`config.mk`:
```
export PLATFORM = sky130hd
export DESIGN_NAME = mul_ctrl_fsm
export DESIGN_NICKNAME = d
export VERILOG_FILES = /design/src/rtl/mul_ctrl_fsm.sv
export SDC_FILE = /design/constraint.sdc
export NUM_CORES = 1
export LEC_CHECK = 0
export BUFFER_PORTS_ARGS = -buffer_cell sky130_fd_sc_hd__clkbuf_2
export CORE_UTILIZATION = 45
export DETAILED_ROUTE_END_ITERATION = 10
export PLACE_DENSITY = 0.75
export SYNTH_ARGS = -nofsm -noshare
export SYNTH_HDL_FRONTEND = slang
export SYNTH_SLANG_ARGS = --single-unit
export TNS_END_PERCENT = 50
```
`constraint.sdc`:
```
create_clock -name clk -period 1.5 [get_ports clk]
set_clock_uncertainty 0.05 [all_clocks]
set_input_delay 0.3 -clock clk [delete_from_list [all_inputs] [get_ports clk]]
set_output_delay 0.3 -clock clk [all_outputs]
set_load 0.1 [all_outputs]
```
`src/rtl/mul_ctrl_fsm.sv`:
```
// Control FSM for the repeated-addition multiplier.
// Drives the datapath strobes from start and the datapath eqz status.
// Reports busy/done/aborted and counts the additions performed.
//
// Handshake: start is sampled only in IDLE. The cycle after an accepted
// start, busy rises and stays high through the last ADD cycle. After that,
// exactly one of done or aborted pulses for a single cycle. An abort seen in
// LOAD_A, LOAD_B or ADD cancels the operation; an abort seen in any other
// state is ignored. All outputs decode the registered state (plus eqz in
// ADD), so start and abort never reach an output combinationally.
module mul_ctrl_fsm #(
   parameter int CNT_W = 16
) (
   input  logic             clk,
   input  logic             rst_n,
   input  logic             start,
   input  logic             abort,
   input  logic             eqz,
   output logic             selA,
   output logic             selB,
   output logic             ldA,
   output logic             ldB,
   output logic             decB,
   output logic             ldP,
   output logic             clrP,
   output logic             busy,
   output logic             done,
   output logic             aborted,
   output logic [CNT_W-1:0] iter_cnt,
   output logic [2:0]       state_dbg
);

   typedef enum logic [2:0] {
      IDLE   = 3'd0,
      LOAD_A = 3'd1,
      LOAD_B = 3'd2,
      ADD    = 3'd3,
      DONE   = 3'd4,
      ABORT  = 3'd5
   } state_t;

   localparam logic [CNT_W-1:0] CNT_ONE = {{(CNT_W-1){1'b0}}, 1'b1};
   localparam logic [CNT_W-1:0] CNT_MAX = {CNT_W{1'b1}};

   state_t state;
   state_t state_nxt;

   assign state_dbg = state;

   // State register; reset discards any in-flight operation silently.
   always_ff @(posedge clk) begin
      if (!rst_n) begin
         state <= IDLE;
      end else begin
         state <= state_nxt;
      end
   end

   // Next-state logic; abort overrides the normal step in the busy states.
   always_comb begin
      state_nxt = state;
      case (state)
         IDLE:    state_nxt = start ? LOAD_A : IDLE;
         LOAD_A:  state_nxt = abort ? ABORT : LOAD_B;
         LOAD_B:  state_nxt = abort ? ABORT : ADD;
         ADD: begin
            if (abort) begin
               state_nxt = ABORT;
            end else if (eqz) begin
               state_nxt = DONE;
            end else begin
               state_nxt = ADD;
            end
         end
         DONE:    state_nxt = IDLE;
         ABORT:   state_nxt = IDLE;
         default: state_nxt = IDLE;
      endcase
   end

   // Output decode; in ADD the add/decrement pair is gated by eqz.
   always_comb begin
      selA    = 1'b0;
      selB    = 1'b0;
      ldA     = 1'b0;
      ldB     = 1'b0;
      decB    = 1'b0;
      ldP     = 1'b0;
      clrP    = 1'b0;
      busy    = 1'b0;
      done    = 1'b0;
      aborted = 1'b0;
      case (state)
         LOAD_A: begin
            selA = 1'b1;
            ldA  = 1'b1;
            busy = 1'b1;
         end
         LOAD_B: begin
            selB = 1'b1;
            ldB  = 1'b1;
            clrP = 1'b1;
            busy = 1'b1;
         end
         ADD: begin
            busy = 1'b1;
            if (!eqz) begin
               ldP  = 1'b1;
               decB = 1'b1;
            end
         end
         DONE:    done    = 1'b1;
         ABORT:   aborted = 1'b1;
         default: ;
      endcase
   end

   // Iteration counter: cleared in LOAD_A, counts every issued ldP and
   // saturates at all-ones. It holds its value until the next LOAD_A.
   always_ff @(posedge clk) begin
      if (!rst_n) begin
         iter_cnt <= '0;
      end else if (state == LOAD_A) begin
         iter_cnt <= '0;
      end else if (ldP && (iter_cnt != CNT_MAX)) begin
         iter_cnt <= iter_cnt + CNT_ONE;
      end
   end

endmodule

```
==> impl_metrics.py, run 1 <==
metrics = {
    "synthesis": {
        "yosysTopAreaCell": "dfxtp_1",
        "synthFlopType": "dfxtp_1",
        "synth_enable_flop_cells": 0,
        "ys_seq_elements": 19,
        "yosysUniqueCellTypes": 41,
        "seq_area_frac_synth_pct": 35.5,
        "ys.warnings.count": 0,
        "yosys-top-cells-area": "dfxtp_1 36%, a21oi_1 4.7%, or4_1 4.2%",
        "synth_fp_nets": 126,
        "netlist_area_um2": 1070,
        "synthArstFlopShare_pct": 0,
        "synth_top_cell_area_share_pct": 35.5,
        "synthesis.instances": 120,
        "synth.avg_cell_area_um2": 8.93,
    },
    "run_status": {
        "stop_stage": "global routing",
        "error": "[ERROR DPL-0038] Utilization greater than 100%, impossible to legalize",
        "status": "aborted with a tool error",
    },
    "cts": {
        "cts_sinks": 19,
        "cts-root-buf": "clkbuf_4",
        "cts_buffers": 3,
        "cts_hold_buf": 0,
        "h-tree-depth": 1,
        "clock_path_buffers": 2,
    },
    "grt": {
        "grt_start_max_net_pins": 14,
    },
    "timing": {
        "worst_endpoint": "ldA",
        "endpoint_type": "top-level output",
    },
    "placed_design": {
        "place_congestion": 0.857,
        "portBuffers": 33,
        "hpwlAfterDp_um": 3000,
    },
    "floorplan": {
        "row_count": 17,
        "ios": 34,
        "start_util_pct": 48.0,
        "dieWidth_um": 50.8,
        "chipHeight_um": 50.8,
    },
}
-- cells in the mapped netlist (2+ instances only) --
cell type	count
dfxtp_1	19
a21oi_1	10
nor2_1	9
nand4_1	6
or4_1	6
and3_1	5
nand2b_1	5
o31ai_1	5
buf_4	4
nand2_1	4
nand3_1	4
o21ai_0	4
and2_1	3
or3_2	3
buf_2	2
inv_1	2
mux2i_1	2
nor4_1	2
o21a_1	2
xor2_1	2
-- repair_timing --
item / in CTS
endpoints found under the setup margin: 26
gates resized for setup: 32
gates cloned: 0
buffers inserted: 12
pin swaps: 10
-- through the flow --
stage	cells	cell area, um^2	setup slack, ns	utilization [%]
4_1_cts	218	2110	-0.205	94.6
3_3_place_gp	203	1860	-0.195	83.1
3_5_place_dp	203	1860	-0.395	83.1
2_1_floorplan	120	1150	-0.817	-
-- logic make-up after synthesis --
kind of cell | synth area share [%]
simple gates | 35.9
compound gates | 18.0
flops | 35.5
buf+inv | 5.96
xor+xnor | 1.64
mux | 1.87
fa+ha+maj | 1.17
==> run 2: changes to the inputs <==
CORE_AREA = 2 2 63 65   (was not set)
CORE_UTILIZATION = not set   (was 45)
DIE_AREA = 0 0 65 67   (was not set)
PLACE_DENSITY = not set   (was 0.75)
PLACE_DENSITY_LB_ADDON = 0.15   (was not set)
clock period = 2 ns   (was 1.5 ns; I/O delays follow)
==> run 2 against run 1 <==
Compared with the run above:
- the flow now finishes without violations
- area after synthesis unchanged
- synthesized cell count is the same
==> impl_metrics.py, run 2 <==
metrics = {
    "finish": {
        "largest_reg_flops": 16,
        "nNetsFinal": 159,
        "final_util_pct": 38.7,
        "area_growth_pct": 30.4,
        "final_cells": 200,
        "top_register": "iter_cnt",
        "drive_above_1_share_pct": 47.4,
        "final_common_cell": "clkbuf_2",
        "n_antenna_cell": 0,
        "final_cell_mix": "27 x clkbuf_2, 17 x dfxtp_2, 10 x a21oi_1",
    },
    "timing": {
        "setup_viol": 0,
        "totalNegativeSetupSlack_ns": 0,
        "tightest_slew_ns": 0.549,
        "slew_headroom_pct": 63.3,
        "post-route-period-util_pct": 92.3,
        "rsz0062_at_grt": "false",
        "hold_violations": 0,
        "drv_slew": 0,
        "fin_ws_ns": 0.154,
        "fmax_mhz": 542,
        "finalCriticalPeriod_ns": 1.85,
    },
    "synthesis": {
        "yosysTopAreaCell": "dfxtp_1",
        "synthesis.instances": 120,
        "yosys-top-cells-area": "dfxtp_1 36%, a21oi_1 4.7%, or4_1 4.2%",
        "yosys-top-cells-count": "19 x dfxtp_1, 10 x a21oi_1, 9 x nor2_1, 6 x nand4_1, 6 x or4_1",
        "synth_top_cell_area_share_pct": 35.5,
        "synth_enable_flop_cells": 0,
        "yosysMostFrequentCell": "dfxtp_1",
        "ys.warnings.count": 0,
        "synthFlopType": "dfxtp_1",
        "netlist_area_um2": 1070,
        "ys_seq_elements": 19,
        "seq_area_frac_synth_pct": 35.5,
        "synth.avg_cell_area_um2": 8.93,
        "synthArstFlopShare_pct": 0,
        "synth_fp_nets": 126,
        "yosysUniqueCellTypes": 41,
    },
    "cts": {
        "cts_buffers": 3,
        "h-tree-depth": 1,
        "cts_hold_buf": 0,
        "clock_path_buffers": 2,
        "cts_sinks": 19,
        "cts_tree": "yes",
        "path_clk_slew_ns": 0.07,
        "cts-root-buf": "clkbuf_8",
        "ctsResizeCount": 0,
        "clkLatencyLatePin_ns": 0.26,
        "postCtsSetupBuffers": 0,
    },
    "power": {
        "p_leak_nw": 0.580,
        "power.density_nw_per_um2": 618,
        "p_total_mw": 0.863,
        "peakVddDrop_mv": 0.251,
    },
    "placed_design": {
        "pre_cts_ws_ns": 0.163,
        "place_congestion": 0.766,
        "hpwlAfterDp_um": 1930,
        "dp.cells": 196,
        "portBuffers": 33,
    },
    "floorplan": {
        "start_util_pct": 29.7,
        "dieWidth_um": 65,
        "chipHeight_um": 67,
        "row_count": 22,
        "core_um2": 3610,
        "ios": 34,
        "die_area_um2": 4360,
    },
    "grt": {
        "grt_pass1_vias": 934,
        "antenna_found_initial": 0,
        "grt_pass1_wl_um": 4180,
        "grt_start_max_net_pins": 14,
        "grt.overflow.total": 0,
        "grt_usage_pct": 12.4,
    },
    "setup_path": {
        "reg2reg_slack_ns": 0.19,
        "cp-end-kind": "output pin",
        "reg2reg_depth": 4,
        "reg2reg_to": "iter_cnt[1]$_SDFFE_PP0P_",
        "cp-startpoint": "state_dbg[0]$_SDFF_PN0_",
        "required_ns": 1.55,
        "arrival_ns": 1.40,
        "start_kind": "register",
        "r2r-start": "iter_cnt[14]$_SDFFE_PP0P_",
        "crit_path_max_fanout": 10,
        "critPathKind": "reg2out",
        "cp-endpoint": "selA",
    },
    "detailed_routing": {
        "postRouteWirelength_um": 2550,
        "vias": 1022,
        "final_antenna_net_count": 0,
        "drc": 0,
        "drtIter0Drc": 19,
        "routed_via_density": 5.11,
        "drtPass1Iterations": 4,
        "routedWlPerCell_um": 12.8,
    },
    "job": {
        "cap_violations": 0,
    },
    "run_status": {
        "status": "finished clean",
    },
    "worst_hold_path": {
        "hp-class": "in2reg",
    },
}
[run 2: cells by family after synthesis]
family	after synthesis	synth area share [%]
flip-flops	19	35.5
adder cells (fa/ha/maj)	1	1.17
XOR/XNOR	2	1.64
buffers and inverters	10	5.96
AO/OA/AOI/OAI	27	18.0
multiplexers	2	1.87
AND/OR/NAND/NOR	59	35.9
[run 2: worst max-delay path: stages (launching register included)]
cell and delay [ns]:
dfxtp_4 0.41, nor3b_4 0.23, clkbuf_2 0.49
[run 2: layout make-up]
type / instances / area (um^2)
inverter: 3 / 12.5
clock inverter: 1 / 5.00
timing repair buffer: 35 / 220
multi-input combinational: 91 / 648
fill: 379 / 2210
sequential: 19 / 409
clock buffer: 3 / 41.3
tap: 48 / 60.1
[run 2: layer usage]
| metal | up-vias | share of wire [%] | wire length, um | track usage [%] |
|---|---|---|---|---|
| li1 | 518 | - | - | - |
| met1 | 472 | 46 | 1170 | 14.9 |
| met2 | 26 | 47 | 1210 | 20.9 |
| met3 | 6 | 4.9 | 126 | 2.70 |
| met4 | 0 | 1.7 | 44 | 6.12 |
| met5 | - | 0 | 0 | 0 |
[run 2: report_power, final]
group          switching (mW)  internal (mW)
logic                   0.160         0.0361
registers              0.0136          0.383
clock network           0.131          0.139
total                   0.305          0.557
[run 2: worst min path at each step]
stage	start	cells past startpoint	slack [ns]	endpoint
finish	abort	2	0.30	state_dbg[1]$_SDFF_PN0_
global route	abort	2	0.30	state_dbg[1]$_SDFF_PN0_
CTS	abort	2	0.30	state_dbg[1]$_SDFF_PN0_
detailed placement	iter_cnt[15]$_SDFFE_PP0P_	2	0.43	iter_cnt[15]$_SDFFE_PP0P_
global placement	iter_cnt[15]$_SDFFE_PP0P_	2	0.42	iter_cnt[15]$_SDFFE_PP0P_
floorplan	abort	1	0.42	state_dbg[1]$_SDFF_PN0_
[run 2: stage by stage]
| step | hold WS (ns) | cell area [um^2] |
|---|---|---|
| after global routing | 0.301 | 1400 |
| final | 0.298 | 1400 |
| after detailed placement | 0.432 | 1350 |
| after floorplan | 0.417 | 1140 |
| after global placement | 0.422 | 1350 |
| after CTS | 0.299 | 1400 |
(Power assumes the default switching activity.)
